$ cat config.mk
export PLATFORM = sky130hd
export DESIGN_NAME = bram_pattern_player
export DESIGN_NICKNAME = d
export VERILOG_FILES = /design/src/rtl/bram_pattern_player.sv
export SDC_FILE = /design/constraint.sdc
export NUM_CORES = 2
export LEC_CHECK = 0
export ABC_AREA = 1
export CAP_MARGIN = 10
export CORE_ASPECT_RATIO = 0.9
export CORE_UTILIZATION = 45
export CTS_CLUSTER_DIAMETER = 40
export CTS_CLUSTER_SIZE = 10
export DETAILED_ROUTE_END_ITERATION = 10
export DONT_BUFFER_PORTS = 1
export GPL_ROUTABILITY_DRIVEN = 1
export SLEW_MARGIN = 5
export SYNTH_ARGS = -nofsm -noshare
export SYNTH_HDL_FRONTEND = slang
export SYNTH_SLANG_ARGS = --single-unit
$ cat constraint.sdc
create_clock -name CLK -period 2.7 [get_ports CLK]
set_input_delay 0.54 -clock CLK [delete_from_list [all_inputs] [get_ports CLK]]
set_output_delay 0.54 -clock CLK [all_outputs]
set_load 0.01 [all_outputs]
$ cat src/rtl/bram_pattern_player.sv
// LED pattern playback engine: host loads 16-bit words into a 256x16 block RAM,
// the player streams them MSB-first on led, one bit per TICK_DIV clock cycles.
module bram_pattern_player #(
    parameter int TICK_DIV = 2097152,
    parameter int CNT_W    = 26
) (
    input  logic        CLK,
    input  logic        RST_N,
    input  logic        wr_valid,
    output logic        wr_ready,
    input  logic [7:0]  wr_addr,
    input  logic [15:0] wr_data,
    input  logic        start,
    input  logic        stop,
    input  logic [7:0]  last_addr,
    output logic        busy,
    output logic        led,
    output logic        wrap
);

    typedef enum logic [1:0] {IDLE, FETCH, LOAD, PLAY} state_t;

    localparam logic [CNT_W-1:0] TICK_LAST = CNT_W'(TICK_DIV - 1);

    state_t            state;
    state_t            next_state;
    logic [CNT_W-1:0]  tick;
    logic [3:0]        bitcnt;
    logic [7:0]        rd_addr;
    logic [7:0]        end_addr;
    logic [15:0]       shreg;
    logic [15:0]       rd_data;
    logic [15:0]       mem [0:255];

    logic tick_done;
    assign tick_done = (tick == TICK_LAST);

    // Block RAM: no reset so it maps onto the hard RAM and keeps its contents
    // across a reset of the player.
    always_ff @(posedge CLK) begin
        if (wr_valid && wr_ready) begin
            mem[wr_addr] <= wr_data;
        end
        rd_data <= mem[rd_addr];
    end

    always_ff @(posedge CLK or negedge RST_N) begin
        if (!RST_N) begin
            state <= IDLE;
        end else begin
            state <= next_state;
        end
    end

    always_comb begin
        next_state = state;
        case (state)
            IDLE:  if (start && !stop) next_state = FETCH;
            FETCH: next_state = stop ? IDLE : LOAD;
            LOAD:  next_state = stop ? IDLE : PLAY;
            PLAY: begin
                if (stop) begin
                    next_state = IDLE;
                end else if (tick_done && bitcnt == 4'd15) begin
                    next_state = FETCH;
                end
            end
            default: next_state = IDLE;
        endcase
    end

    always_comb begin
        busy = (state != IDLE);
    end

    // Datapath; led holds bit 0 through FETCH/LOAD so the last bit runs two
    // cycles longer than the others.
    always_ff @(posedge CLK or negedge RST_N) begin
        if (!RST_N) begin
            led      <= 1'b0;
            wrap     <= 1'b0;
            wr_ready <= 1'b0;
            tick     <= '0;
            bitcnt   <= '0;
            rd_addr  <= '0;
            end_addr <= '0;
            shreg    <= '0;
        end else begin
            wrap     <= 1'b0;
            wr_ready <= (next_state == IDLE);
            if (state != IDLE && stop) begin
                led     <= 1'b0;
                tick    <= '0;
                bitcnt  <= '0;
                rd_addr <= '0;
            end else begin
                case (state)
                    IDLE: begin
                        led <= 1'b0;
                        if (start) begin
                            end_addr <= last_addr;
                            rd_addr  <= '0;
                        end
                    end
                    FETCH: begin
                    end
                    LOAD: begin
                        shreg  <= rd_data;
                        led    <= rd_data[15];
                        bitcnt <= '0;
                        tick   <= '0;
                    end
                    PLAY: begin
                        if (tick_done) begin
                            tick <= '0;
                            if (bitcnt != 4'd15) begin
                                shreg  <= shreg << 1;
                                led    <= shreg[14];
                                bitcnt <= bitcnt + 4'd1;
                            end else if (rd_addr == end_addr) begin
                                rd_addr <= '0;
                                wrap    <= 1'b1;
                            end else begin
                                rd_addr <= rd_addr + 8'd1;
                            end
                        end else begin
                            tick <= tick + CNT_W'(1);
                        end
                    end
                    default: begin
                    end
                endcase
            end
        end
    end

endmodule

==> reports/metrics.cfg <==
[setup_path]
crit_type = reg -> reg
r2r_slack_ns = -0.05
worstPathArrival_ns = 3.65
end_kind = flop
critPathLaunch = rd_addr[0]$_DFFE_PN0P_
reg2reg_depth = 17
r2r_start = rd_addr[0]$_DFFE_PN0P_
crit_path_start_kind = flop
crit_path_max_fanout = 29
r2r_end = rd_data[4]$_DFF_P_
worstPathRequired_ns = 3.60

[synth]
synthCells = 14310
yosys_most_used_dff = edfxtp_1
synth_top_area_share_pct = 72.70
synth_nets = 14350
ys_ff_latch = 4178
syn_area_per_cell_um2 = 11.82
yosysTopAreaCell = edfxtp_1
synth.area.top_cells = edfxtp_1 (73%), nand2_1 (11%), nand3_1 (9.2%), buf_2 (1.5%), dfrtp_1 (0.98%)
synth_edf_count = 4096
yosys_warnings = 0
netlist_area_um2 = 169200
synth.distinct_cells = 49
yosysMostFrequentCell = nand2_1
yosysSeqAreaShare_pct = 73.86
async_flop_share_pct = 1.580
synth_commonest_cells = nand2_1 (5160), edfxtp_1 (4096), nand3_1 (3107), buf_2 (509), nor2_1 (367)

[pwr]
peakVddDrop_uv = 677.7
powerDensity_nw_per_um2 = 814.1
finalPower_mw = 169.0
leakage_nw = 75.70

[grt]
grt_max_degree = 257
grt_pass1_wl_mm = 756.6
grt_overflow = 0
grt_usage_pct = 27.37
grt_pass1_vias = 108900
antenna_found_initial = 22

[timing]
maxSlewViolCount = 0
rsz0062_at_grt = yes
timing.final.crit_share_pct = 102.0
setup_tns_ns = -0.2325
setup_ws_ns = -0.05275
finalClockSkew_ns = 0.04112
slew_headroom_pct = 6.945
max_freq_mhz = 363.3
final-hold-violation-count = 46
min_period_ns = 2.753
setup_violations = 9
whs_ns = -0.2790
tightest_slew_ns = 1.396

[min_path]
whs_path_depth = 0
whs_endpoint = mem[99][15]$_DFFE_PP_
min_from = wr_data[15]
hold_path_class = in -> reg

[place]
place_inst = 19460
hpwl_mm = 291.4
io_buffers = 0
place_congestion = 0.8785

[clock_network]
clkTransAtPathRegs_ns = 0.05
clock_latency_ns = 1.04
root_buffer = clkbuf_16
cts_tree = built
cts_buffer_depth = 4
numCtsBuffers = 569
cts-htree-levels = 6
cts_num_sinks = 4178

[status]
outcome = complete, but fails checks
violations = hold timing, setup timing

[die]
die_w_um = 648.3
std_cell_rows = 213
start_util_pct = 45.22
io_pins = 41
die-area_um2 = 378400
die-height_um = 583.7
core_um2 = 374200

[routing]
drt-pass1-iter-count = 6
wl_per_cell_um = 26.47
antenna_left = 0
drt_iter0_markers = 16000
drt-total-wl_mm = 543.9
drc = 0
via_per_inst = 5.686
vias = 116800

[run]
cap_viol_max_count = 0

[final_layout]
nets = 15280
finalNonFillerCells = 20550
syn_to_final_growth_pct = 22.69
drive_above_1_share_pct = 16.00

layer usage:
layer  vias up  part of all wire (%)  GRT usage (%)
met1     57190                    41          40.04
met4         4                   3.5          9.246
met5         -                0.0048              0
li1      52270                     -              -
met2      6421                    44          40.91
met3       956                    11          5.515
through the flow:
step | setup WS (ns) | area [um^2] | utilization, %
6_report | -0.05275 | 207600 | 55.48
5_1_grt | -0.08145 | 207600 | 55.47
3_5_place_dp | -0.4662 | 183900 | 49.16
2_1_floorplan | 0.1979 | 169200 | -
4_1_cts | -0.09076 | 203300 | 54.34
3_3_place_gp | -0.4804 | 183900 | 49.16
where the power goes:
part | switching [mW] | total, mW | internal (mW)
Clock | 28.0 | 72.0 | 44.0
Sequential | 0.217 | 71.8 | 71.5
Combinational | 16.6 | 25.2 | 8.59
repair_timing:
item	in CTS	in global routing
cloned	6	34
endpoints found under the setup margin	16	17
pin swaps	1	90
endpoints found under the hold margin	3220	1241
buffers inserted	11	36
hold buffers	34	33
resized for setup	102	473
cell usage in the layout, fill, tap and decap left out, types with 23 or more instances in the layout:
| cell | synthesis | routed |
|---|---|---|
| nand2_1 | 5160 | 5104 |
| edfxtp_1 | 4096 | 4096 |
| nand3_1 | 3107 | 2797 |
| buf_4 | 133 | 714 |
| clkbuf_16 | 0 | 613 |
| buf_12 | 0 | 353 |
| nor2_1 | 367 | 333 |
| nand3_2 | 1 | 266 |
| a21oi_1 | 279 | 256 |
| inv_1 | 102 | 99 |
| clkbuf_1 | 168 | 79 |
| buf_16 | 0 | 72 |
| clkinv_1 | 4 | 67 |
| dfrtp_1 | 66 | 60 |
| nand2_2 | 4 | 57 |
| buf_6 | 12 | 56 |
| clkinv_2 | 0 | 53 |
| bufinv_16 | 0 | 50 |
| nand3_4 | 1 | 46 |
| nor2_2 | 3 | 36 |
| inv_6 | 0 | 29 |
| dlygate4sd3_1 | 0 | 27 |
| a21oi_2 | 1 | 23 |
| o21ai_1 | 22 | 23 |
logic make-up (layout without fill, tap and decap cells):
logic type | after synthesis | in the layout | share of synthesized area [%]
simple gates | 8688 | 8688 | 21.68
flops | 4178 | 4178 | 73.86
buf+inv | 1025 | 2307 | 3.004
compound gates | 372 | 372 | 1.177
xor+xnor | 23 | 23 | 0.1191
mux | 22 | 22 | 0.1361
fa+ha+maj | 3 | 3 | 0.02219
other cells | 0 | 10 | 0
state kept, by name, summed over array words and instances, names as in the netlist:
signal    flops
end_addr      8
led           1
rd_addr       8
mem        4096
rd_data      16
tick         26
state         2
wrap          1
shreg        15
bitcnt        4
wr_ready      1
worst max-delay path: stages, from the launching register on:
cell and delay [ns]:
dfrtp_4 0.61, buf_12 0.23, buf_16 0.19, buf_12 0.18
buf_4 0.17, nand2_1 0.06, nand3_1 0.09, nand3_2 0.11
nand2_2 0.09, nand2_1 0.08, nand2_1 0.05, nor2_1 0.14
nand2_2 0.11, nand3_1 0.11, buf_6 0.14, nand2_2 0.08
inv_2 0.11, nand2_1 0.06
cell type report:
class	count	area [um^2]
fill	30240	166600
sequential	4178	125000
multi-input combinational	9108	41390
timing repair buffer	1273	16490
clock buffer	662	14840
tap	4945	6187
clock inverter	258	3119
inverter	113	509.2
timing repair inverter	1	30.03
antenna	10	25.02
how the worst max path moves through the flow:
stage,to,cells after the start
3_3_place_gp,rd_data[15]$_DFF_P_,14
2_1_floorplan,mem[181][0]$_DFFE_PP_,4
5_1_grt,rd_data[1]$_DFF_P_,16
6_report,rd_data[4]$_DFF_P_,17
4_1_cts,rd_data[5]$_DFF_P_,15
3_5_place_dp,rd_data[15]$_DFF_P_,14
(Power assumes the default switching activity.)
